===== src/rtl/ksw_row_zdrop_if.sv =====
// Row handshake between the ksw controller / H-update stage (master) and
// the row reduction + z-drop block (slave).
interface ksw_row_zdrop_if #(
    parameter int HW = 32,
    parameter int IW = 16
);
    logic                 row_start;
    logic signed [IW-1:0] r;
    logic signed [IW-1:0] st;
    logic signed [IW-1:0] en;
    logic                 h_valid;
    logic signed [HW-1:0] h_data;
    logic                 h_ready;
    logic                 busy;
    logic                 row_done;
    logic signed [HW-1:0] max_h;
    logic signed [IW-1:0] max_t;
    logic signed [IW-1:0] max_q;
    logic                 zdropped;

    modport master (
        output row_start, r, st, en, h_valid, h_data,
        input  h_ready, busy, row_done, max_h, max_t, max_q, zdropped
    );

    modport slave (
        input  row_start, r, st, en, h_valid, h_data,
        output h_ready, busy, row_done, max_h, max_t, max_q, zdropped
    );
endinterface


===== src/rtl/ksw_row_zdrop.sv =====
// Per-anti-diagonal row max reduction, global-best update and z-drop termination.
// Optional macro KSW_ZDROP_BAND_EN adds a band-width termination check (parameter BAND).
module ksw_row_zdrop #(
    parameter int HW    = 32,
    parameter int IW    = 16,
    parameter int ZDROP = 400,
`ifdef KSW_ZDROP_BAND_EN
    parameter int BAND  = 500,
`endif
    parameter int GAPE  = 2
) (
    input logic            clk,
    input logic            rst,
    ksw_row_zdrop_if.slave bus
);
    localparam int WW = HW + IW;
    localparam logic signed [WW-1:0] ZD_W = WW'(ZDROP);
    localparam logic signed [WW-1:0] GE_W = WW'(GAPE);

    typedef enum logic [1:0] {IDLE, ACCUM, DECIDE, DROPPED} state_t;
    state_t state;

    logic signed [IW-1:0] r_q;
    logic signed [IW-1:0] en_q;
    logic signed [IW-1:0] t_cnt;
    logic signed [IW-1:0] row_t;
    logic signed [HW-1:0] row_max;

    logic signed [IW-1:0] q_cand;
    logic signed [WW-1:0] tl, ql, dl, l, diff, lim;
    logic                 better, in_cone, drop;

    // Decision datapath, widened to HW+IW bits so neither the length nor the score gap can wrap.
    always_comb begin
        q_cand  = r_q - row_t;
        tl      = WW'(row_t) - WW'(bus.max_t);
        ql      = WW'(q_cand) - WW'(bus.max_q);
        dl      = tl - ql;
        l       = dl[WW-1] ? -dl : dl;
        diff    = WW'(bus.max_h) - WW'(row_max);
        lim     = ZD_W + l * GE_W;
        better  = row_max > bus.max_h;
        in_cone = (row_t >= bus.max_t) && (q_cand >= bus.max_q);
        drop    = in_cone && (ZDROP >= 0) && (diff > lim);
`ifdef KSW_ZDROP_BAND_EN
        if (in_cone && (l > WW'(2 * BAND))) drop = 1'b1;
`endif
    end

    always_ff @(posedge clk or posedge rst) begin
        if (rst) begin
            state        <= IDLE;
            r_q          <= '0;
            en_q         <= '0;
            t_cnt        <= '0;
            row_t        <= '0;
            row_max      <= '0;
            bus.h_ready  <= 1'b0;
            bus.busy     <= 1'b0;
            bus.row_done <= 1'b0;
            bus.max_h    <= '0;
            bus.max_t    <= '1;
            bus.max_q    <= '1;
            bus.zdropped <= 1'b0;
        end else begin
            bus.row_done <= 1'b0;
            case (state)
                IDLE: begin
                    // A start coinciding with the previous row_done is dropped on purpose.
                    if (bus.row_start && !bus.row_done && (bus.en >= bus.st)) begin
                        r_q         <= bus.r;
                        en_q        <= bus.en;
                        t_cnt       <= bus.st;
                        row_max     <= {1'b1, {(HW-1){1'b0}}};
                        bus.h_ready <= 1'b1;
                        bus.busy    <= 1'b1;
                        state       <= ACCUM;
                    end
                end
                ACCUM: begin
                    if (bus.h_valid) begin
                        if (bus.h_data > row_max) begin
                            row_max <= bus.h_data;
                            row_t   <= t_cnt;
                        end
                        if (t_cnt == en_q) begin
                            bus.h_ready <= 1'b0;
                            state       <= DECIDE;
                        end else begin
                            t_cnt <= t_cnt + 1'b1;
                        end
                    end
                end
                DECIDE: begin
                    bus.busy     <= 1'b0;
                    bus.row_done <= 1'b1;
                    if (better) begin
                        bus.max_h <= row_max;
                        bus.max_t <= row_t;
                        bus.max_q <= q_cand;
                        state     <= IDLE;
                    end else if (drop) begin
                        bus.zdropped <= 1'b1;
                        state        <= DROPPED;
                    end else begin
                        state <= IDLE;
                    end
                end
                default: begin
                    bus.h_ready <= 1'b0;
                    bus.busy    <= 1'b0;
                end
            endcase
        end
    end
endmodule


===== src/flat_wrapper.sv =====
// flat-port wrapper written by rule: the top's interface ports become plain ports
module ksw_row_zdrop_flat 
#(
    parameter int HW    = 32,
    parameter int IW    = 16,
    parameter int ZDROP = 400,

    parameter int GAPE  = 2
)
  (clk, rst, bus_row_start, bus_r, bus_st, bus_en, bus_h_valid, bus_h_data, bus_h_ready, bus_busy, bus_row_done, bus_max_h, bus_max_t, bus_max_q, bus_zdropped);
  ksw_row_zdrop_if #(.HW(HW), .IW(IW)) bus_i ();
  input logic clk;
  input logic rst;
  input wire logic [$bits(bus_i.row_start)-1:0] bus_row_start;
  input wire logic [$bits(bus_i.r)-1:0] bus_r;
  input wire logic [$bits(bus_i.st)-1:0] bus_st;
  input wire logic [$bits(bus_i.en)-1:0] bus_en;
  input wire logic [$bits(bus_i.h_valid)-1:0] bus_h_valid;
  input wire logic [$bits(bus_i.h_data)-1:0] bus_h_data;
  output wire logic [$bits(bus_i.h_ready)-1:0] bus_h_ready;
  output wire logic [$bits(bus_i.busy)-1:0] bus_busy;
  output wire logic [$bits(bus_i.row_done)-1:0] bus_row_done;
  output wire logic [$bits(bus_i.max_h)-1:0] bus_max_h;
  output wire logic [$bits(bus_i.max_t)-1:0] bus_max_t;
  output wire logic [$bits(bus_i.max_q)-1:0] bus_max_q;
  output wire logic [$bits(bus_i.zdropped)-1:0] bus_zdropped;
  assign bus_i.row_start = bus_row_start;
  assign bus_i.r = bus_r;
  assign bus_i.st = bus_st;
  assign bus_i.en = bus_en;
  assign bus_i.h_valid = bus_h_valid;
  assign bus_i.h_data = bus_h_data;
  assign bus_h_ready = bus_i.h_ready;
  assign bus_busy = bus_i.busy;
  assign bus_row_done = bus_i.row_done;
  assign bus_max_h = bus_i.max_h;
  assign bus_max_t = bus_i.max_t;
  assign bus_max_q = bus_i.max_q;
  assign bus_zdropped = bus_i.zdropped;
  ksw_row_zdrop #(.HW(HW), .IW(IW), .ZDROP(ZDROP), .GAPE(GAPE)) u_core (.clk(clk), .rst(rst), .bus(bus_i));
endmodule

===== config.mk =====
export PLATFORM = sky130hd
export DESIGN_NAME = ksw_row_zdrop_flat
export DESIGN_NICKNAME = d
export VERILOG_FILES = /design/src/rtl/ksw_row_zdrop_if.sv /design/src/rtl/ksw_row_zdrop.sv /design/src/flat_wrapper.sv
export SDC_FILE = /design/constraint.sdc
export NUM_CORES = 1
export LEC_CHECK = 0
export ABC_AREA = 1
export BUFFER_PORTS_ARGS = -buffer_cell sky130_fd_sc_hd__clkbuf_2
export CAP_MARGIN = 20
export CORE_ASPECT_RATIO = 0.9
export CORE_MARGIN = 2
export CORE_UTILIZATION = 65
export DETAILED_ROUTE_END_ITERATION = 8
export PLACE_DENSITY = 0.88
export SYNTH_ARGS = -nofsm -noshare
export SYNTH_HDL_FRONTEND = slang
export SYNTH_SLANG_ARGS = --single-unit

===== constraint.sdc =====
create_clock -name clk -period 10.6 [get_ports clk]
set_clock_uncertainty 0.15 [all_clocks]
set_input_delay 1.06 -clock clk [delete_from_list [all_inputs] [get_ports clk]]
set_output_delay 1.06 -clock clk [all_outputs]
set_load 0.01 [all_outputs]

## After elaboration in Yosys (flattened, before gate mapping)

Cells that the tools add are included.

| cells by class | value |
|---|---|
| $add $sub $neg | 8 |
| order comparisons | 6 |
| eq/ne operators | 8 |
| muxes and demuxes | 21 |
| bitwise operators | 3 |
| reduce and logical (&&, ||, !) cells | 17 |

Operators with widths:

| kind | count |
|---|---|
| $mux W32 | 3 |
| $gt A32 B32 Y1 | 2 |
| $pmux W32 S2 | 1 |
| $add A10 B48 Y48 const A | 1 |
| $ge A16 B16 Y1 | 3 |
| $gt A48 B48 Y1 | 1 |
| $mux W16 | 3 |
| $mux W47 | 1 |
| $neg A47 Y47 | 1 |
| $sub A16 B16 Y17 | 2 |
| $sub A32 B32 Y33 | 1 |
| $pmux W16 S2 | 1 |
| $sub A17 B17 Y18 | 1 |
| $add A16 B1 Y16 const B | 1 |
| $eq A16 B16 Y1 | 1 |
| $reduce_and A4 Y1 | 4 |
| $sub A16 B16 Y16 | 1 |
| $mux W2 | 5 |
| $ne A2 B1 Y1 const B | 3 |
| $pmux W2 S3 | 1 |
| $reduce_and A2 Y1 | 3 |
| $reduce_and A3 Y1 | 2 |
| $logic_and A1 B1 Y1 | 4 |
| $mux W1 | 4 |
| 10 further kinds | 13 |

| storage, ports and cells | value |
|---|---|
| bits in registers | 166 |
| input bits | 84 |
| word-level logic and storage cells | 76 |

## Depth between registers and ports, before layout

| logic depth | value |
|---|---|
| depth after elaboration | 11 |
| gate-level depth with buffers | 55 |

## Worst setup path before layout

OpenSTA, ideal clock, no wires.

| path | value |
|---|---|
| path kind | reg-to-reg |
| from | register u_core.row_t[0] |
| to | register u_core.state[0] |
| library setup time | 84 ps |
| arrival | 6,302 ps |
| data required time | 10,366 ps |
| setup slack | 4,064 ps |
| stages on the path, launching flop included | 46 |
| cell sequence | dfrtp_1 ha_1 fa_1 o21ai_0 nand3_1 nand3_1 a21oi_1 o21bai_1 xnor2_1 fa_1 inv_1 fa_1 inv_1 ha_1 nand2_1 nand2_1 nand2_1 nand2_1 (+10 left out) nand2_1 nand2_2 nor2_4 nand2_2 xnor2_1 ha_1 nand4_1 nor3_1 nand2_1 o211ai_1 nand2_1 nand3_1 nand2_1 nand2_1 nand2_1 nor2_1 nand2_1 a21boi_0 |

| between the ends | value |
|---|---|
| longest elaborated chain between the ends | 11 |
| elaborated cells on any way between the ends | 15 |

Ends and longest elaborated chain:

| item | line | source |
|---|---|---|
| from (decl) | ksw_row_zdrop.sv:26 | `logic signed [IW-1:0] row_t;` |
| from (signal assigned) | ksw_row_zdrop.sv:84 | `row_t <= t_cnt;` |
| $sub A16 B16 Y16 | ksw_row_zdrop.sv:35 | `q_cand = r_q - row_t;` |
| $sub A16 B16 Y17 | ksw_row_zdrop.sv:37 | `ql = WW'(q_cand) - WW'(bus.max_q);` |
| $sub A17 B17 Y18 | ksw_row_zdrop.sv:38 | `dl = tl - ql;` |
| $neg A47 Y47 | ksw_row_zdrop.sv:39 | `l = dl[WW-1] ? -dl : dl;` |
| $mux W47 | ksw_row_zdrop.sv:39 |  |
| $add A10 B48 Y48 | ksw_row_zdrop.sv:41 | `lim = ZD_W + l * GE_W;` |
| $gt A48 B48 Y1 | ksw_row_zdrop.sv:44 | `drop = in_cone && (ZDROP >= 0) && (diff > lim);` |
| $logic_and A1 B1 Y1 * | ksw_row_zdrop.sv:44 |  |
| $mux W2 * | ksw_row_zdrop.sv:102 | `end else if (drop) begin` |
| $mux W2 * | ksw_row_zdrop.sv:97 | `if (better) begin` |
| $pmux W2 S3 * | ksw_row_zdrop.sv:67 | `case (state)` |
| to (signal assigned) | ksw_row_zdrop.sv:101 | `state <= IDLE;` |
| to (signal assigned) | ksw_row_zdrop.sv:104 | `state <= DROPPED;` |
| to (signal assigned) | ksw_row_zdrop.sv:106 | `state <= IDLE;` |
| to (decl) | ksw_row_zdrop.sv:21 | `state_t state;` |

Every way passes the cells marked *; elsewhere a longest branch is shown, timed or not.
A chain may end at the register's enable or synchronous reset.

## Worst setup path after layout

| path | value |
|---|---|
| from | register u_core.row_t[0] |
| to | register u_core.state[1] |

Same word-level chain as after synthesis.

==> summary.txt <==
Worst setup path
  • Worst EP arrival: 8.23 ns
  • Cell family with most CP delay: simple AND/OR/NAND/NOR gates
  • Worst setup endpoint: u_core.state[1]$_DFFE_PP0P_
  • Reg2Reg Depth: 48
  • R2R Path Start: u_core.row_t[0]$_DFFE_PP0P_
  • CP required: 10.79 ns
  • WP depth: 48
  • Max Fanout on Critical Path: 21
  • Crit end category: flop
  • Crit path from: u_core.row_t[0]$_DFFE_PP0P_
  • Worst path bufs/invs: 5
  • Largest stage delay on the critical path: 0.52 ns
  • FF-to-FF setup slack: 2.56 ns
  • RR Endpoint: u_core.state[1]$_DFFE_PP0P_
  • Most used cell, CP: nand2_1
  • Crit Path Class: reg2reg
  • Critical Path Source Type: flop
  • CP max stage cell: o21ai_0

Route
  • Final WL: 46100 um
  • Pre-Repair DR Iteration Count: 6
  • DR vias/cell: 5.74
  • Antenna viol nets, final: 0
  • DRT iter0 DRCs: 1447
  • WL per Instance: 17.4 um
  • Post-route DRC: 0
  • Total vias in the final route: 15200

Worst hold path
  • Worst hold path class: reg2reg

Yosys
  • Proportion of netlist area held by the largest area contributor: 21.7%
  • Netlist Area Pre-Place: 15500 sq um
  • Most frequent cells after synthesis: nand2_1, inv_1, ha_1
  • Distinct cells, synth: 53
  • EDFF count, synth: 0
  • Cells after Synth: 2168
  • Yosys warns: 0
  • Syn avg cell area: 7.13 sq um
  • Post-synth ARST share: 100%
  • Sequential area share after synthesis: 27.1%
  • Synth top area cells: dfrtp_1, ha_1, nand2_1, inv_1, o21ai_0
  • Most frequent cell after synthesis: nand2_1
  • Cell taking the most area after synthesis: dfrtp_1
  • Top_reg_cell synth: dfrtp_1
  • Post-synthesis register bit count: 166

Cells and area
  • Storage cell area: 4190 sq um
  • Layout area overhead: 11.4%
  • Multi-input gate area: 9920 sq um
  • Final #Nets: 2643
  • Ant. Diodes: 0
  • Fillcell total: 1892
  • Ratio of cells with drive above 1 in the final layout: 11.5%
  • Fin cells: 2644

Clock network
  • Root Driver: clkbuf_16
  • Hold_buf cts: 0
  • Post-CTS resize count: 0
  • Clock Path Buffers: 2
  • TritonCTS clock tree: yes
  • CTS clock-pin slew for the worst setup and hold paths: 0.08 ns
  • H-Tree Depth: 4
  • Post-CTS Setup Inserts: 0
  • Worst-Skew Late Latency: 0.46 ns
  • CTS Sinks: 166
  • CTS Buf Count: 17

Floorplanning
  • I/O pin count: 152
  • Die Ht: 150 um
  • Die ar.: 25000 sq um
  • Starting Density: 66.2%
  • Rows: 53
  • Die X: 167 um
  • Core area: 23300 sq um

Timing
  • Final Setup Violations: 0
  • Final period util: 75.9%
  • Slew Viols, Final: 0
  • Final hold vios: 0
  • Relative slew slack: 31.7%
  • Setup ws final: 2.56 ns
  • Setup TNS: 0 ns
  • Unrepaired setup endpoints after global routing: no
  • Measured slew at the worst slew-check pin: 1.02 ns
  • Highest clock rate: 124 MHz
  • Min cycle time layout: 8.04 ns

Global route
  • Vias in the first global route: 14200
  • Initial antenna violation count: 0
  • First-pass GRT wire length: 73400 um
  • Gr ovfl total: 0
  • Largest net degree at the start of global routing: 97
  • GRT Overall Usage: 37.0%

Flow run
  • Max_cap viols: 0

Placed design
  • Port Buffer Count: 151
  • Post-DP HPWL: 36400 um
  • Dpl ws: 2.83 ns
  • Routability cong.: 0.961
  • Placed cells: 2611

Run status
  • Outcome: finished clean
[cells in the final DEF, fill, tap and decap left out, drive strengths merged]
| master | n |
|---|---|
| o21bai | 10 |
| fa | 29 |
| or2 | 5 |
| o211ai | 7 |
| a31oi | 5 |
| a21o | 4 |
| nor2 | 123 |
| and2 | 3 |
| clkinv | 9 |
| nor4b | 1 |
| nand4 | 42 |
| xnor2 | 26 |
| buf | 6 |
| a41oi | 1 |
| nand3b | 11 |
| ha | 201 |
| and3 | 2 |
| o22ai | 2 |
| bufinv | 1 |
| a2111oi | 1 |
| xor2 | 56 |
| dfstp | 32 |
| o221ai | 2 |
| nor4 | 9 |
| nand2 | 629 |
| o21ai | 193 |
| nor3 | 12 |
| o31ai | 1 |
| a21boi | 5 |
| dfrtp | 134 |
| a21oi | 122 |
| a211oi | 4 |
| conb | 29 |
| clkbuf | 168 |
| inv | 348 |
| a221oi | 4 |
| o21a | 8 |
| nand3 | 97 |
[per-stage QoR]
stage               util [%]  hold WS, ns  instance area [sq um]
detailed placement      71.0        0.316                  16600
finish                  73.8        0.333                  17200
global route            73.8        0.353                  17200
global placement        71.0        0.316                  16600
floorplan                  -        0.296                  15600
CTS                     73.7        0.334                  17200
[area by class of cell]
cell class                 instances  share of cell area (%)
clock buffer                      17                    2.47
clock inverter                    15                    1.16
inverter                         343                    7.51
multi-input combinational       1644                    57.6
sequential                       166                    24.4
tap                              302                    2.19
timing repair buffer             157                    4.72
[per-layer routing]
| layer | global-route usage [%] | wire [um] | vias up |
|---|---|---|---|
| li1 | - | - | 7307 |
| met1 | 54.0 | 21200 | 7106 |
| met2 | 55.7 | 19700 | 680 |
| met3 | 7.83 | 4060 | 95 |
| met4 | 10.3 | 1150 | 0 |
| met5 | 0 | 0 | - |
[sequential cells by signal (all words and copies together), names as in the netlist]
name and count:
u_core.bus.max_h 32, u_core.row_max 32, u_core.bus.max_q 16, u_core.bus.max_t 16
u_core.en_q 16, u_core.r_q 16, u_core.row_t 16, u_core.t_cnt 16
u_core.state 2, u_core.bus.busy 1, u_core.bus.h_ready 1, u_core.bus.row_done 1
u_core.bus.zdropped 1
[worst reg2reg max path: cells and delay by family (launching register included)]
| family | cells | cell delay, ns |
|---|---|---|
| and+or+nand+nor | 28 | 2.79 |
| buffers and inverters | 5 | 0.39 |
| AOI/OAI and AO/OA | 7 | 1.55 |
| xor gates and xnor gates | 1 | 0.14 |
| DFF | 1 | 0.42 |
| adders and majority gates | 7 | 2.50 |
[cell families (layout without fill, tap and decap cells)]
| kind of cell | after synthesis | after routing | synth area share [%] |
|---|---|---|---|
| fa+ha+maj | 230 | 230 | 20.0 |
| other cells | 1 | 29 | 0.0243 |
| simple gates | 934 | 934 | 25.8 |
| compound gates | 369 | 369 | 12.9 |
| xor+xnor | 82 | 82 | 4.69 |
| flops | 166 | 166 | 27.1 |
| buf+inv | 386 | 532 | 9.48 |
[worst min path at each step]
stage                                    from                              to  cells after the start
6_report           u_core.r_q[10]$_DFFE_PP0P_      u_core.r_q[10]$_DFFE_PP0P_                      2
5_1_grt             u_core.r_q[8]$_DFFE_PP0P_       u_core.r_q[8]$_DFFE_PP0P_                      2
4_1_cts            u_core.r_q[10]$_DFFE_PP0P_      u_core.r_q[10]$_DFFE_PP0P_                      2
3_5_place_dp   u_core.bus.h_ready$_DFFE_PP0P_  u_core.bus.h_ready$_DFFE_PP0P_                      2
3_3_place_gp       u_core.r_q[10]$_DFFE_PP0P_      u_core.r_q[10]$_DFFE_PP0P_                      2
2_1_floorplan      u_core.r_q[10]$_DFFE_PP0P_      u_core.r_q[10]$_DFFE_PP0P_                      2
Power is left out: the tool's default activity adds up to more than one toggle a clock period on the data nets, which glitch-free logic cannot reach.
